==> config.mk <==
export PLATFORM = sky130hd
export DESIGN_NAME = wb_initiator
export DESIGN_NICKNAME = d
export VERILOG_FILES = /design/src/rtl/wb_initiator.sv
export SDC_FILE = /design/constraint.sdc
export NUM_CORES = 1
export LEC_CHECK = 0
export BUFFER_PORTS_ARGS = -buffer_cell sky130_fd_sc_hd__buf_2
export CAP_MARGIN = 20
export CORE_MARGIN = 5
export CORE_UTILIZATION = 53
export DETAILED_ROUTE_END_ITERATION = 6
export GPL_TIMING_DRIVEN = 0
export PLACE_DENSITY = 0.88
export SLEW_MARGIN = 20
export SYNTH_ARGS = -nofsm -noshare
export SYNTH_HDL_FRONTEND = slang
export SYNTH_SLANG_ARGS = --single-unit
==> constraint.sdc <==
create_clock -name wb_clk_i -period 2.8 [get_ports wb_clk_i]
set_input_delay 0.56 -clock wb_clk_i [delete_from_list [all_inputs] [get_ports wb_clk_i]]
set_output_delay 0.56 -clock wb_clk_i [all_outputs]
set_load 0.005 [all_outputs]
==> src/rtl/wb_initiator.sv <==
// Wishbone classic (B4) initiator: accepts one read/write command per handshake,
// runs single or incrementing-burst accesses, and returns one response per beat.
module wb_initiator #(
    parameter int LEN_W       = 4,
    parameter int TIMEOUT_CYC = 16
) (
    input  logic              wb_clk_i,
    input  logic              wb_rst_n_i,
    input  logic              cmd_valid,
    output logic              cmd_ready,
    input  logic              cmd_we,
    input  logic [31:0]       cmd_adr,
    input  logic [31:0]       cmd_dat,
    input  logic [3:0]        cmd_sel,
    input  logic [LEN_W-1:0]  cmd_len,
    output logic              rsp_valid,
    input  logic              rsp_ready,
    output logic [31:0]       rsp_rdata,
    output logic              rsp_err,
    output logic              rsp_timeout,
    output logic              rsp_last,
    output logic              busy,
    output logic              wbm_cyc_o,
    output logic              wbm_stb_o,
    output logic              wbm_we_o,
    output logic [3:0]        wbm_sel_o,
    output logic [31:0]       wbm_adr_o,
    output logic [31:0]       wbm_dat_o,
    input  logic [31:0]       wbm_dat_i,
    input  logic              wbm_ack_i,
    input  logic              wbm_err_i
);

    localparam int TMR_W = (TIMEOUT_CYC > 1) ? $clog2(TIMEOUT_CYC) : 1;
    localparam logic [TMR_W-1:0] TMR_LAST = TMR_W'((TIMEOUT_CYC > 0) ? TIMEOUT_CYC - 1 : 0);

    typedef enum logic [1:0] {
        IDLE,
        REQ,
        RESP
    } state_t;

    state_t             state_q, state_d;
    logic               we_q, we_d;
    logic [31:0]        adr_q, adr_d;
    logic [31:0]        dat_q, dat_d;
    logic [3:0]         sel_q, sel_d;
    logic [LEN_W-1:0]   len_q, len_d;
    logic [LEN_W-1:0]   beat_q, beat_d;
    logic [TMR_W-1:0]   tmr_q, tmr_d;
    logic [31:0]        rdata_q, rdata_d;
    logic               err_q, err_d;
    logic               tmo_q, tmo_d;
    logic               last_q, last_d;

    always_ff @(posedge wb_clk_i or negedge wb_rst_n_i) begin
        if (!wb_rst_n_i) begin
            state_q <= IDLE;
            we_q    <= 1'b0;
            adr_q   <= '0;
            dat_q   <= '0;
            sel_q   <= '0;
            len_q   <= '0;
            beat_q  <= '0;
            tmr_q   <= '0;
            rdata_q <= '0;
            err_q   <= 1'b0;
            tmo_q   <= 1'b0;
            last_q  <= 1'b0;
        end else begin
            state_q <= state_d;
            we_q    <= we_d;
            adr_q   <= adr_d;
            dat_q   <= dat_d;
            sel_q   <= sel_d;
            len_q   <= len_d;
            beat_q  <= beat_d;
            tmr_q   <= tmr_d;
            rdata_q <= rdata_d;
            err_q   <= err_d;
            tmo_q   <= tmo_d;
            last_q  <= last_d;
        end
    end

    always_comb begin
        state_d = state_q;
        we_d    = we_q;
        adr_d   = adr_q;
        dat_d   = dat_q;
        sel_d   = sel_q;
        len_d   = len_q;
        beat_d  = beat_q;
        tmr_d   = tmr_q;
        rdata_d = rdata_q;
        err_d   = err_q;
        tmo_d   = tmo_q;
        last_d  = last_q;
        unique case (state_q)
            IDLE: begin
                if (cmd_valid) begin
                    we_d    = cmd_we;
                    adr_d   = cmd_adr;
                    dat_d   = cmd_dat;
                    sel_d   = cmd_sel;
                    len_d   = cmd_len;
                    beat_d  = '0;
                    tmr_d   = '0;
                    state_d = REQ;
                end
            end
            REQ: begin
                tmr_d = tmr_q + 1'b1;
                if (wbm_err_i) begin
                    rdata_d = '0;
                    err_d   = 1'b1;
                    last_d  = 1'b1;
                    state_d = RESP;
                end else if (wbm_ack_i) begin
                    rdata_d = we_q ? '0 : wbm_dat_i;
                    last_d  = (beat_q == len_q);
                    state_d = RESP;
                end else if ((TIMEOUT_CYC != 0) && (tmr_q == TMR_LAST)) begin
                    rdata_d = '0;
                    tmo_d   = 1'b1;
                    last_d  = 1'b1;
                    state_d = RESP;
                end
            end
            RESP: begin
                if (rsp_ready) begin
                    rdata_d = '0;
                    err_d   = 1'b0;
                    tmo_d   = 1'b0;
                    last_d  = 1'b0;
                    // last_q already folds in err/timeout, so it alone decides abort vs next beat
                    if (!last_q) begin
                        beat_d  = beat_q + 1'b1;
                        adr_d   = adr_q + 32'd4;
                        tmr_d   = '0;
                        state_d = REQ;
                    end else begin
                        state_d = IDLE;
                    end
                end
            end
            default: state_d = IDLE;
        endcase
    end

    assign cmd_ready   = (state_q == IDLE);
    assign busy        = (state_q != IDLE);
    assign wbm_cyc_o   = (state_q != IDLE);
    assign wbm_stb_o   = (state_q == REQ);
    assign rsp_valid   = (state_q == RESP);
    assign wbm_we_o    = we_q;
    assign wbm_sel_o   = sel_q;
    assign wbm_adr_o   = adr_q;
    assign wbm_dat_o   = dat_q;
    assign rsp_rdata   = rdata_q;
    assign rsp_err     = err_q;
    assign rsp_timeout = tmo_q;
    assign rsp_last    = last_q;

endmodule

==> metrics.txt <==
# TYPE chip_impl_metric gauge
chip_impl_metric{name="power.density_cell_area",unit="nW/µm²"} 1210
chip_impl_metric{name="floorplan.core_area",unit="µm²"} 10400
chip_impl_info{name="synth_largest_area_cell",value="dfrtp_1"} 1
chip_impl_metric{name="final_standard_cell_utilization_of_the_core",unit="%"} 73.0
chip_impl_info{name="startpoint",value="state_q[0]"} 1
chip_impl_metric{name="clkSlewWorstSetupHoldPaths",unit="ps"} 60
chip_impl_metric{name="fillCellCount",unit=""} 765
chip_impl_metric{name="finalPower",unit="mW"} 9.12
chip_impl_metric{name="highest_clock_rate",unit="GHz"} 0.387
chip_impl_metric{name="antenna_cells",unit=""} 0
chip_impl_info{name="cts-root-buf",value="clkbuf_8"} 1
chip_impl_info{name="yosys-top-cells-area",value="dfrtp_1 52%, mux2_2 8.2%, nand2_1 6.8%, o21ai_0 4.9%, a21oi_1 2.0%"} 1
chip_impl_metric{name="clk_path_buf_depth",unit=""} 2
chip_impl_metric{name="layout_cells_sized_above_1",unit="%"} 40.0
chip_impl_metric{name="cts-hold-fix-buffers",unit=""} 1
chip_impl_metric{name="grt_antenna_before_repair",unit=""} 0
chip_impl_info{name="timing.critical_path.slowest_stage_cell",value="o211ai_1"} 1
chip_impl_metric{name="hold_violations",unit=""} 0
chip_impl_metric{name="final_cell_area",unit="µm²"} 7570
chip_impl_metric{name="final_min_period_over_clock_period",unit="%"} 92.4
chip_impl_metric{name="worst-path-stages",unit=""} 7
chip_impl_metric{name="clock_latency",unit="ps"} 520
chip_impl_metric{name="yosysWarnings",unit=""} 0
chip_impl_info{name="outcome",value="complete, no violations"} 1
chip_impl_info{name="layout_common_cells",value="224 x buf_2, 118 x dfrtp_1, 103 x nand2_1"} 1
chip_impl_metric{name="placedInstanceArea",unit="µm²"} 6950
chip_impl_metric{name="area_growth_syn_to_layout",unit="%"} 34.0
chip_impl_info{name="terminus_of_the_critical_flop_to_flop_path",value="wbm_adr_o[11]"} 1
chip_impl_metric{name="synth.top_cell.area_share",unit="%"} 52.3
chip_impl_metric{name="wire_per_inst",unit="µm"} 18.6
chip_impl_info{name="critPathKind",value="flop to flop"} 1
chip_impl_metric{name="total_leakage_power",unit="nW"} 3.67
chip_impl_info{name="hp-class",value="input port to flop"} 1
chip_impl_metric{name="grt_max_degree",unit=""} 74
chip_impl_metric{name="cts.sink_count",unit=""} 118
chip_impl_metric{name="drv_cap",unit=""} 0
chip_impl_info{name="cp_common_cell",value="inv_1"} 1
chip_impl_metric{name="vias_in_the_first_global_route",unit=""} 5434
chip_impl_info{name="crit_path_end",value="wbm_adr_o[11]"} 1
chip_impl_metric{name="setup_violations",unit=""} 0
chip_impl_metric{name="finalWorstPathRequiredPeriod",unit="ps"} 2590
chip_impl_info{name="critPathTopFamily",value="compound AO/OA/AOI/OAI gates"} 1
chip_impl_info{name="cp_cell_sequence",value="inv_1 -> ha_1 -> inv_1 -> o211ai_1 -> clkbuf_1 -> nand2_1 -> a32oi_1"} 1
chip_impl_metric{name="post_cts_resize_count",unit=""} 0
chip_impl_metric{name="path_max_fanout",unit=""} 10
chip_impl_metric{name="number_of_slew_limit_violations_in_the_final_report",unit=""} 0
chip_impl_metric{name="final_nets",unit=""} 913
chip_impl_metric{name="htree_num_levels",unit=""} 4
chip_impl_info{name="synthFlopType",value="dfrtp_1"} 1
chip_impl_metric{name="netlist_instances",unit=""} 554
chip_impl_metric{name="critical_path_buf_inv_count",unit=""} 3
chip_impl_metric{name="max_stage_delay",unit="ps"} 750
chip_impl_info{name="cts_tree",value="built"} 1
chip_impl_metric{name="start_util",unit="%"} 54.4
chip_impl_info{name="critical_path.endpoint_type",value="flop"} 1
chip_impl_metric{name="ir_drop",unit="mV"} 0.791
chip_impl_metric{name="vias",unit=""} 5399
chip_impl_metric{name="detail-route-antenna-nets",unit=""} 0
chip_impl_metric{name="synthesis.area_per_instance",unit="µm²"} 10.2
chip_impl_metric{name="gp_routability_congestion",unit=""} 0.929
chip_impl_metric{name="boundaryPins",unit=""} 220
chip_impl_metric{name="vias_per_cell",unit=""} 5.73
chip_impl_metric{name="hold_slack",unit="ps"} 227
chip_impl_metric{name="port_buffers",unit=""} 219
chip_impl_metric{name="ys_ff_latch",unit=""} 118
chip_impl_metric{name="drc",unit=""} 0
chip_impl_info{name="startpoint_type",value="flop"} 1
chip_impl_metric{name="rows",unit=""} 37
chip_impl_metric{name="hpwl",unit="mm"} 12.8
chip_impl_metric{name="critPathRequiredTime",unit="ps"} 3240
chip_impl_metric{name="final-seq-area",unit="µm²"} 2950
chip_impl_metric{name="overflow",unit=""} 0
chip_impl_metric{name="edff_count_synth",unit=""} 0
chip_impl_metric{name="postCtsSetupBuffers",unit=""} 0
chip_impl_metric{name="worst-slew-pin-transition",unit="ps"} 910
chip_impl_info{name="r2r_start",value="state_q[0]"} 1
chip_impl_metric{name="synthDistinctLibCells",unit=""} 57
chip_impl_metric{name="postSynthNetCount",unit=""} 673
chip_impl_metric{name="synthesis.area",unit="µm²"} 5650
chip_impl_metric{name="die_h",unit="µm"} 113
chip_impl_metric{name="first_pass_iters",unit=""} 5
chip_impl_metric{name="worst_r2r_path_depth",unit=""} 7
chip_impl_metric{name="grt_pass1_wl",unit="mm"} 27.8
chip_impl_metric{name="clock-skew-final",unit="ps"} 7.05
chip_impl_metric{name="die_w",unit="µm"} 113
chip_impl_metric{name="cp_data_arrival_time",unit="ps"} 3020
chip_impl_metric{name="postRouteWirelength",unit="mm"} 17.5
chip_impl_info{name="unrepaired_setup_endpoints_after_global_routing",value="no"} 1
chip_impl_metric{name="multi_input_comb_area",unit="µm²"} 2490
chip_impl_info{name="final_common_cell",value="buf_2"} 1
chip_impl_metric{name="postSynth.asyncResetShare",unit="%"} 100
chip_impl_metric{name="slew_headroom",unit="%"} 39.1
chip_impl_metric{name="reg2reg_slack",unit="ps"} 210
chip_impl_metric{name="seq_area_frac_synth",unit="%"} 52.3
chip_impl_metric{name="fp.dieArea",unit="µm²"} 12800
chip_impl_metric{name="grtUsageTotal",unit="%"} 27.7
chip_impl_metric{name="cts-buffers-inserted",unit=""} 17
chip_impl_metric{name="drt-initial-drc-count",unit=""} 444
-- final cells by class --
cell class	instances	share of cell area, %
tap	136	2.25
clock inverter	12	2.33
multi-input combinational	397	32.9
sequential	118	39.0
inverter	9	0.446
timing repair buffer	221	15.1
clock buffer	20	5.75
buffer	30	2.25
-- how the worst min path moves through the flow --
stage | from | to | slack, ps | cells past startpoint
6_report | cmd_adr[1] | wbm_adr_o[1] | 230 | 3
4_1_cts | cmd_adr[1] | wbm_adr_o[1] | 210 | 3
3_5_place_dp | rsp_rdata[21] | rsp_rdata[21] | 460 | 2
3_3_place_gp | rsp_rdata[25] | rsp_rdata[25] | 460 | 2
2_1_floorplan | wb_rst_n_i | beat_q[0] | 260 | 0
5_1_grt | cmd_adr[0] | wbm_adr_o[0] | 220 | 3
-- synthesized netlist by cell type (all sizes together) (2+ instances only) --
library cell,n
a31oi,3
o22ai,14
clkbuf,11
and4,3
nor2,18
a31o,2
a211oi,2
mux2i,7
or2,2
a32oi,3
nand4,11
and3,12
a21oi,23
inv,9
and2,2
nor3b,2
or3,3
a22o,2
a41oi,2
nor2b,3
or4,2
o21ai,56
dfrtp,118
nor4,6
mux2,41
nand2,104
nor3,11
a311oi,2
ha,8
buf,19
nand2b,5
a221o,2
a21o,4
nand3,25
xnor2,4
o211ai,4
-- registers in the layout, summed over array words and instances (netlist names), 2 cells and up --
signal / cells
state_q: 2
rsp_rdata: 32
len_q: 4
wbm_sel_o: 4
tmr_q: 4
beat_q: 4
wbm_adr_o: 32
wbm_dat_o: 32
-- stage by stage --
step | setup WS [ps] | TNS [ps] | std cells
after floorplan | 849 | 0 | 554
after global placement | -201 | -22900 | 909
after detailed placement | 314 | 0 | 910
after CTS | 253 | 0 | 943
after global routing | 40.4 | 0 | 943
final | 214 | 0 | 943
-- power breakdown --
part,total (mW),internal (mW),switching (mW),leakage (nW)
registers,3.13,2.46,0.671,1.47
clock network,2.25,1.47,0.777,0.295
logic,3.75,1.68,2.07,1.90
-- worst register-to-register path, delay by kind of cell (launching register included) --
| family | cells | cell delay, ps |
|---|---|---|
| compound gates | 2 | 960 |
| fa+ha+maj | 1 | 290 |
| buf+inv | 3 | 730 |
| flops | 1 | 410 |
| simple gates | 1 | 120 |
-- kinds of logic after synthesis --
| family | share of synthesized area [%] |
|---|---|
| xor gates and xnor gates | 0.621 |
| AOI/OAI and AO/OA | 13.4 |
| adders and majority gates | 1.77 |
| DFF | 52.3 |
| buffers and inverters | 3.61 |
| and+or+nand+nor | 18.9 |
| muxes | 9.42 |
-- metal layers --
layer	track usage, %	wire length (µm)
met2	48.0	9060
met3	7.70	1230
met1	32.5	6620
met5	0	0
met4	10.9	591
No activity file was read; power rests on OpenSTA's default activity.
